[config.mk]
export PLATFORM = sky130hd
export DESIGN_NAME = dut_rr_seq_ctrl_flat
export DESIGN_NICKNAME = d
export VERILOG_FILES = /design/src/rtl/dut_rr_seq_ctrl_if.sv /design/src/rtl/dut_rr_seq_ctrl.sv /design/src/flat_wrapper.sv
export SDC_FILE = /design/constraint.sdc
export NUM_CORES = 1
export LEC_CHECK = 0
export BUFFER_PORTS_ARGS = -buffer_cell sky130_fd_sc_hd__buf_2
export CORE_UTILIZATION = 45
export DETAILED_ROUTE_END_ITERATION = 8
export PLACE_DENSITY = 0.84
export SLEW_MARGIN = 0
export SYNTH_ARGS = -nofsm -noshare
export SYNTH_HDL_FRONTEND = slang
export SYNTH_SLANG_ARGS = --single-unit
[constraint.sdc]
create_clock -name clk -period 1.7 [get_ports clk]
set_input_delay 0.34 -clock clk [delete_from_list [all_inputs] [get_ports clk]]
set_output_delay 0.34 -clock clk [all_outputs]
set_load 0.02 [all_outputs]
[src/rtl/dut_rr_seq_ctrl_if.sv]
// Request/response bundle for dut_rr_seq_ctrl.
// slave: controller side. master: requester/consumer side.
interface dut_rr_seq_ctrl_if #(
  parameter int WIDTH = 8
);
  logic             req0_valid;
  logic [WIDTH-1:0] req0_data;
  logic             req0_ready;
  logic             req1_valid;
  logic [WIDTH-1:0] req1_data;
  logic             req1_ready;
  logic             rsp_valid;
  logic [WIDTH-1:0] rsp_data;
  logic             rsp_id;
  logic             rsp_ready;

  modport slave (
    input  req0_valid, req0_data, req1_valid, req1_data, rsp_ready,
    output req0_ready, req1_ready, rsp_valid, rsp_data, rsp_id
  );

  modport master (
    output req0_valid, req0_data, req1_valid, req1_data, rsp_ready,
    input  req0_ready, req1_ready, rsp_valid, rsp_data, rsp_id
  );
endinterface

[src/rtl/dut_rr_seq_ctrl.sv]
// Round-robin sequencer for a single-bit registered serial datapath.
// Two requesters share the datapath; each granted word is cleared in,
// shifted LSB first, captured LAT cycles later and returned with its owner.
// Optional macro DUT_RR_SEQ_CTRL_CHECK_EN: compares the returned word with
// the word sent and raises a sticky err on mismatch.
module dut_rr_seq_ctrl #(
  parameter int WIDTH = 8,
  parameter int LAT   = 2,
  parameter int CNT_W = 16
) (
  input  logic             clk,
  input  logic             rst,
  dut_rr_seq_ctrl_if.slave bus,
  output logic             dp_rst,
  output logic             dp_d_in,
  input  logic             dp_d_out,
  output logic             busy,
  output logic [CNT_W-1:0] xfer_cnt,
  output logic             err
);
  localparam int CW = $clog2(WIDTH + LAT + 1);

  typedef enum logic [2:0] {IDLE, CLR, SHIFT, DRAIN, RESP} state_t;

  state_t           state, state_nx;
  logic             last_grant;
  logic             owner;
  logic             grant0, grant1;
  logic [WIDTH-1:0] shreg;
  logic [WIDTH-1:0] cap;
  logic [WIDTH:0]   cap_ext;
  logic [CW-1:0]    cnt;
  logic             rsp_fire;

  // new bit enters at the MSB so the first kept sample ends up in bit 0
  assign cap_ext  = {dp_d_out, cap};
  assign rsp_fire = (state == RESP) && bus.rsp_ready;

  // state register
  always_ff @(posedge clk) begin
    if (rst) state <= IDLE;
    else     state <= state_nx;
  end

  // arbitration, next state and serial drive
  always_comb begin
    state_nx = state;
    grant0   = 1'b0;
    grant1   = 1'b0;
    dp_d_in  = 1'b0;
    case (state)
      IDLE: begin
        // gated by rst so nothing is accepted while the block is held in reset
        grant0 = !rst && bus.req0_valid && (!bus.req1_valid || last_grant);
        grant1 = !rst && bus.req1_valid && (!bus.req0_valid || !last_grant);
        if (grant0 || grant1) state_nx = CLR;
      end
      CLR:   state_nx = SHIFT;
      SHIFT: begin
        dp_d_in = shreg[0];
        if (cnt == CW'(WIDTH - 1)) state_nx = DRAIN;
      end
      DRAIN: if (cnt == CW'(WIDTH + LAT - 1)) state_nx = RESP;
      RESP:  if (bus.rsp_ready) state_nx = IDLE;
      default: state_nx = IDLE;
    endcase
  end

  // grant bookkeeping, word shift-out and loopback capture
  always_ff @(posedge clk) begin
    if (rst) begin
      last_grant <= 1'b1;
      owner      <= 1'b0;
      shreg      <= '0;
      cap        <= '0;
      cnt        <= '0;
    end else begin
      case (state)
        IDLE: if (grant0 || grant1) begin
          last_grant <= grant1;
          owner      <= grant1;
          shreg      <= grant1 ? bus.req1_data : bus.req0_data;
        end
        CLR: cnt <= '0;
        SHIFT, DRAIN: begin
          cnt   <= cnt + CW'(1);
          shreg <= shreg >> 1;
          // first LAT samples predate the first driven bit
          if (cnt >= CW'(LAT)) cap <= cap_ext[WIDTH:1];
        end
        default: ;
      endcase
    end
  end

  // completed-transfer counter, saturating
  always_ff @(posedge clk) begin
    if (rst)                        xfer_cnt <= '0;
    else if (rsp_fire && !(&xfer_cnt)) xfer_cnt <= xfer_cnt + CNT_W'(1);
  end

`ifdef DUT_RR_SEQ_CTRL_CHECK_EN
  logic [WIDTH-1:0] sent;

  // keep an unshifted copy of the word for the loopback compare
  always_ff @(posedge clk) begin
    if (rst)                             sent <= '0;
    else if (state == IDLE && (grant0 || grant1))
      sent <= grant1 ? bus.req1_data : bus.req0_data;
  end

  // sticky mismatch flag, cleared only by rst
  always_ff @(posedge clk) begin
    if (rst)                                err <= 1'b0;
    else if (state == RESP && cap != sent)  err <= 1'b1;
  end
`else
  assign err = 1'b0;
`endif

  assign bus.req0_ready = grant0;
  assign bus.req1_ready = grant1;
  assign bus.rsp_valid  = (state == RESP);
  assign bus.rsp_data   = cap;
  assign bus.rsp_id     = owner;
  assign busy           = (state != IDLE);
  assign dp_rst         = rst || (state == CLR);
endmodule

[src/flat_wrapper.sv]
// flat-port wrapper written by rule: the top's interface ports become plain ports
module dut_rr_seq_ctrl_flat 
#(
  parameter int WIDTH = 8,
  parameter int LAT   = 2,
  parameter int CNT_W = 16
)
  (clk, rst, dp_rst, dp_d_in, dp_d_out, busy, xfer_cnt, err, bus_req0_valid, bus_req0_data, bus_req1_valid, bus_req1_data, bus_rsp_ready, bus_req0_ready, bus_req1_ready, bus_rsp_valid, bus_rsp_data, bus_rsp_id);
  dut_rr_seq_ctrl_if #(.WIDTH(WIDTH)) bus_i ();
  input  logic clk;
  input  logic rst;
  output logic dp_rst;
  output logic dp_d_in;
  input  logic dp_d_out;
  output logic busy;
  output logic [CNT_W-1:0] xfer_cnt;
  output logic err;
  input wire logic [$bits(bus_i.req0_valid)-1:0] bus_req0_valid;
  input wire logic [$bits(bus_i.req0_data)-1:0] bus_req0_data;
  input wire logic [$bits(bus_i.req1_valid)-1:0] bus_req1_valid;
  input wire logic [$bits(bus_i.req1_data)-1:0] bus_req1_data;
  input wire logic [$bits(bus_i.rsp_ready)-1:0] bus_rsp_ready;
  output wire logic [$bits(bus_i.req0_ready)-1:0] bus_req0_ready;
  output wire logic [$bits(bus_i.req1_ready)-1:0] bus_req1_ready;
  output wire logic [$bits(bus_i.rsp_valid)-1:0] bus_rsp_valid;
  output wire logic [$bits(bus_i.rsp_data)-1:0] bus_rsp_data;
  output wire logic [$bits(bus_i.rsp_id)-1:0] bus_rsp_id;
  assign bus_i.req0_valid = bus_req0_valid;
  assign bus_i.req0_data = bus_req0_data;
  assign bus_i.req1_valid = bus_req1_valid;
  assign bus_i.req1_data = bus_req1_data;
  assign bus_i.rsp_ready = bus_rsp_ready;
  assign bus_req0_ready = bus_i.req0_ready;
  assign bus_req1_ready = bus_i.req1_ready;
  assign bus_rsp_valid = bus_i.rsp_valid;
  assign bus_rsp_data = bus_i.rsp_data;
  assign bus_rsp_id = bus_i.rsp_id;
  dut_rr_seq_ctrl #(.WIDTH(WIDTH), .LAT(LAT), .CNT_W(CNT_W)) u_core (.clk(clk), .rst(rst), .bus(bus_i), .dp_rst(dp_rst), .dp_d_in(dp_d_in), .dp_d_out(dp_d_out), .busy(busy), .xfer_cnt(xfer_cnt), .err(err));
endmodule
# After elaboration in Yosys (flattened, before gate mapping)
# Cells that the tools add are included.
# W data, S select, Z words.
[word_totals]
elab_cells = 59
output_inout_bits = 32
inputBits = 22
reg_bits = 41
[op_classes]
n_reduce_logical = 26
addsub = 2
n_lt_le_gt_ge = 1
eq_ne = 11
muxes = 12
[op_table]
columns = ["operator", "count"]
rows = [
  ["$add A16 B1 Y16 const B", 1],
  ["$mux W8", 2],
  ["$pmux W8 S2", 1],
  ["$reduce_and A16 Y1", 1],
  ["$pmux W3 S5", 1],
  ["$mux W3", 4],
  ["$ne A2 B1 Y1 const B", 4],
  ["$pmux W4 S2", 1],
  ["$eq A3 B2 Y1 const B", 2],
  ["$logic_and A1 B1 Y1", 6],
  ["$reduce_and A2 Y1", 3],
  ["$logic_not A1 Y1", 5],
  ["$logic_or A1 B1 Y1", 5],
  ["$add A4 B1 Y4 const B", 1],
  ["$eq A4 B3 Y1 const B", 1],
  ["$eq A4 B4 Y1 const B", 1],
  ["$ge A4 B2 Y1 const B", 1],
  ["$reduce_and A4 Y1", 1],
  ["$reduce_bool A2 Y1", 2],
  ["$eq A3 B1 Y1 const B", 1],
  ["$eq A3 B3 Y1 const B", 1],
  ["$logic_not A3 Y1", 1],
  ["$mux W1", 3],
  ["$reduce_bool A3 Y1", 1],
  ["other kinds (2)", 2],
]

# Depth between registers and ports, before layout
[logic_depth]
word_depth = 7
mapped_depth = 6
mapped_depth_nobuf = 6

# Worst setup path after synthesis
# Ideal clock, no wire load.
[synth_path]
path_type = "register -> register"
from = "register u_core.xfer_cnt[0]"
to = "register u_core.xfer_cnt[9]"
path_buffers = 1
required_ns = 1.568
period_less_slack_ns = 1.735
stages_incl_launch_ff = 7
arrival_time_ns = 1.603
slack_ns = -0.035
setup_time_ns = 0.132
path_cell_list = "dfxtp_1 > ha_1 > nand3_1 > nor4_4 > clkbuf_1 > or3_1 > a21oi_1"
[synth_via]
elab_chain_len = 3
word_cells_on_any_way = 4
cone_classes = "1 x add/sub; 3 x reduce/logical"
[synth_rtl]
columns = ["element", "line_no", "source"]
rows = [
  ["from (decl)", "dut_rr_seq_ctrl.sv:18", "output logic [CNT_W-1:0] xfer_cnt,"],
  ["from (signal assigned)", "dut_rr_seq_ctrl.sv:99", "else if (rsp_fire && !(&xfer_cnt)) xfer_cnt <= xfer_cnt + CNT_W'(1);"],
  ["branches (longest 3 deep; another with $add A16 B1 Y16)", "--", ""],
]
# Several ways; the timed one is not identified.
# A chain may end at the register's enable or synchronous reset.

# Worst setup path after layout
[layout_path]
from = "register u_core.state[1]"
to = "output port bus_req1_ready"
[layout_via]
elab_chain_len = 2
[layout_rtl]
columns = ["element", "line_no", "source"]
rows = [
  ["from (decl)", "dut_rr_seq_ctrl.sv:25", "state_t state, state_nx;"],
  ["from (signal assigned)", "dut_rr_seq_ctrl.sv:42", "else state <= state_nx;"],
  ["$logic_not A3 Y1", "dut_rr_seq_ctrl.sv:51", "case (state)"],
  ["$mux W1", "dut_rr_seq_ctrl.sv:51", ""],
  ["to (decl)", "flat_wrapper.sv:24", "output wire logic [$bits(bus_i.req1_ready)-1:0] bus_req1_ready;"],
]
# No other way between the ends.

==> summary.md <==
| Metric | Value |
|---|---|
| Cell row count | `23` |
| Largest net degree at the start of global routing | `22` |
| Drt initial violations | `~130` |
| Die width | `69.0 um` |
| R2r setup slk | `roughly 0.11 ns` |
| Root Buffer | `clkbuf_8` |
| Reg-to-Reg End | `u_core.xfer_cnt[14]` |
| GR Overflow Total | `0` |
| Dpl ws | `roughly 0.062 ns` |
| Sequential cell area | `just over 800 um2` |
| Synth warn | `0` |
| Area growth syn-to-layout | `26.4%` |
| DR DRC count | `0` |
| Hold path start | `dp_d_out` |
| Clock latency on the worst-skew pair | `0.29 ns` |
| Global-route wire length before repair | `between 7000 and 8000 um` |
| Hold Fails Final Rpt | `0` |
| Total wire length | `around 4500 um` |
| Skew final | `roughly 0.0063 ns` |
| Simple-Gate Fraction of Synth Area | `24.9%` |
| I/O Buffers | `52` |
| Yosys top cell by area | `dfxtp_1` |
| Inst Count DP | `~340` |
| Post-Syn Area | `2020 um2` |
| PnR worst setup slack | `0.0354 ns` |
| Final period util | `between 90 and 100%` |
| Outcome | `finished, final reports clean` |
| CP Class | `reg -> out` |
| Crit path from | `u_core.state[1]` |
| Io pins | `54` |
| Number of flops mapped to enable cells by yosys | `0` |
| Vias per cell | `5.63` |
| XOR/XNOR share of the synthesized area | `0%` |
| Synthesis-stage register bit count | `41` |
| Die height | `around 70 um` |
| H-tree Lvls | `2` |
| Die Area | `4760 um2` |
| Clock sinks | `between 40 and 50` |
| CTS Buf Count | `5` |
| Worst hold path class | `in -> reg` |
| Fillers | `between 300 and 400` |
| Unrepaired setup endpoints after global routing | `true` |
| Hold_ws | `just under 0.3 ns` |
| Final non-filler cell total | `between 300 and 400` |
| HPWL after detailed placement | `around 3200 um` |
| Static leakage | `~1.1 nW` |
| Worst-path clk slew | `approximately 0.070 ns` |
| Commonest cells in the netlist | `dfxtp_1 (41), nand2_1 (22), nor2_1 (18)` |
| WHS Endpoint | `u_core.bus.rsp_data[7]` |
| Synth Area in Compound Gates | `roughly 21%` |
| Tmin final | `~1.7 ns` |
| Worst reg2reg path depth | `5` |
| Yosys cell types | `53` |
| Fin nets | `approximately 320` |
| CP peak stage delay | `roughly 0.36 ns` |
| First drt pass iteration count | `4` |
| Critical-path cell list | `nor3_2, buf_4, inv_2, nor3_4, buf_6` |
| Critical path arrival | `~1.3 ns` |
| GRT Total Usage | `20.6%` |
| Primary FF master, synth | `dfxtp_1` |
| Multi-input gate area | `about 1100 um2` |
| Sequential share of the synthesized area | `40.6%` |
| Initial antenna violation count | `0` |
| Core area | `about 4100 um2` |
| Power, Total | `between 1.5 and 2 mW` |
| Hold Buf Count CTS | `0` |
| Async S/R FF share, synth | `0%` |
| Initial core utilization | `48.7%` |
| Power per Cell Area | `approximately 740 nW/um2` |
| Syn Nets | `around 260` |
| Vias in the first global route | `1642` |
| Placed standard-cell area | `approximately 2400 um2` |
| VDD IR max | `between 0.0004 and 0.0005 V` |
| Most frequent cell after synthesis | `dfxtp_1` |
| CTS max path bufs | `2` |
| Critical path required time | `around 1.4 ns` |
| Area share of the largest cell type after synthesis | `between 40% and 50%` |
| CTS tree | `built` |
| Syn Area/Cell | `around 9 um2` |
| Worst setup EP type | `primary output` |
| Routability-driven placement congestion ratio | `between 0.8 and 0.9` |
| CP startpoint kind | `flip-flop` |
| Vias | `1954` |
| Mapped Cells | `230` |
| Post-Layout Inst Area | `around 2600 um2` |
| Final setup vio count | `0` |
| # Max-Cap Violations | `0` |
| Mux contribution to synthesized area | `roughly 6.1%` |
| Critical path's slowest cell | `dfxtp_2` |
| Max-slew violation count | `0` |
| Post-route ant nets | `0` |
| Largest cells by area after synthesis | `dfxtp_1 (41%), mux2i_1 (4.5%), a21oi_1 (4.2%), nand2_1 (4.1%), a22oi_1 (3.7%)` |
| Antenna Diode Count | `0` |
| Post-Synth Adder-Cell Area | `under 10%` |
| Max frequency | `around 0.60 GHz` |
| Average wire per standard cell | `between 10 and 15 um` |
| Peak fanout along the critical path | `7` |
| WHS Path Cells | `3` |
| R2R Path Start | `u_core.xfer_cnt[0]` |
| Main combinational cell family by area after synthesis | `simple AND/OR/NAND/NOR gates` |
| Share of layout cells above drive strength 1 | `33.3%` |
what timing repair did:
item / CTS / global route
cloned: 0 / 0
endpoints found under the setup margin: 3 / 22
setup buffers: 0 / 3
pin swaps: 1 / 3
resized for setup: 6 / 11
where the power goes:
part           internal [mW]  switching (mW)  leakage [nW]
sequential             0.990          0.0211         0.334
combinational          0.115           0.134         0.717
clock                  0.322           0.311        0.0443
how the worst max path moves through the flow:
| stage | end | slack, ns | cells after the start |
|---|---|---|---|
| finish | bus_req1_ready | 0.04 | 5 |
| global route | bus_req1_ready | -0.04 | 5 |
| CTS | bus_rsp_valid | 0.007 | 3 |
| detailed placement | u_core.xfer_cnt[14] | 0.06 | 5 |
| global placement | u_core.xfer_cnt[13] | 0.06 | 5 |
| floorplan | bus_req1_ready | 0.01 | 4 |
critical path: cells and delay by family, from the launching register on:
family                 cells  cell delay, ns
flip-flops                 1            0.36
buffers and inverters      3            0.34
AND/OR/NAND/NOR            2            0.33
placed cells by master (no fill, tap or decap), drive strengths merged, types with 2 or more instances in the layout:
| cell | n |
|---|---|
| a21oi | 17 |
| a22oi | 10 |
| a31oi | 8 |
| and3 | 4 |
| and4 | 5 |
| buf | 73 |
| clkbuf | 7 |
| dfxtp | 41 |
| ha | 4 |
| inv | 7 |
| mux2 | 3 |
| mux2i | 9 |
| nand2 | 22 |
| nand2b | 2 |
| nand3 | 7 |
| nand4 | 7 |
| nor2 | 18 |
| nor2b | 3 |
| nor3 | 2 |
| o21ai | 14 |
| or3 | 9 |
layout make-up:
| class | count | area share [%] |
|---|---|---|
| sequential | 41 | 32.4 |
| timing repair buffer | 73 | 17.1 |
| tap | 50 | 2.45 |
| inverter | 7 | 1.03 |
| clock buffer | 7 | 3.38 |
| multi-input combinational | 169 | 43.7 |
stage by stage:
| step | utilization [%] | setup TNS, ns |
|---|---|---|
| floorplan | - | 0 |
| global placement | 58.0 | 0 |
| detailed placement | 58.0 | 0 |
| CTS | 60.4 | 0 |
| global route | 61.6 | -0.0596 |
| finish | 61.6 | 0 |
cells by family after synthesis:
logic type                 after synthesis
and+or+nand+nor                         87
AOI/OAI and AO/OA                       65
DFF                                     41
buffers and inverters                   20
muxes                                   12
adders and majority gates                4
other                                    1
sequential cells by signal (all words and copies together) (netlist names):
| register | count |
|---|---|
| u_core.xfer_cnt | 16 |
| u_core.bus.rsp_data | 8 |
| u_core.shreg | 8 |
| u_core.cnt | 4 |
| u_core.state | 3 |
| u_core.bus.rsp_id | 1 |
| u_core.last_grant | 1 |
per-layer routing:
layer  vias up  part of all wire [%]  track usage (%)
li1        986                     -                -
met1       901                    47             25.1
met2        61                    45             33.1
met3         6                   6.5             6.91
met4         0                   1.4             7.91
met5         -                     0                0
No activity file was read; power rests on OpenSTA's default activity.
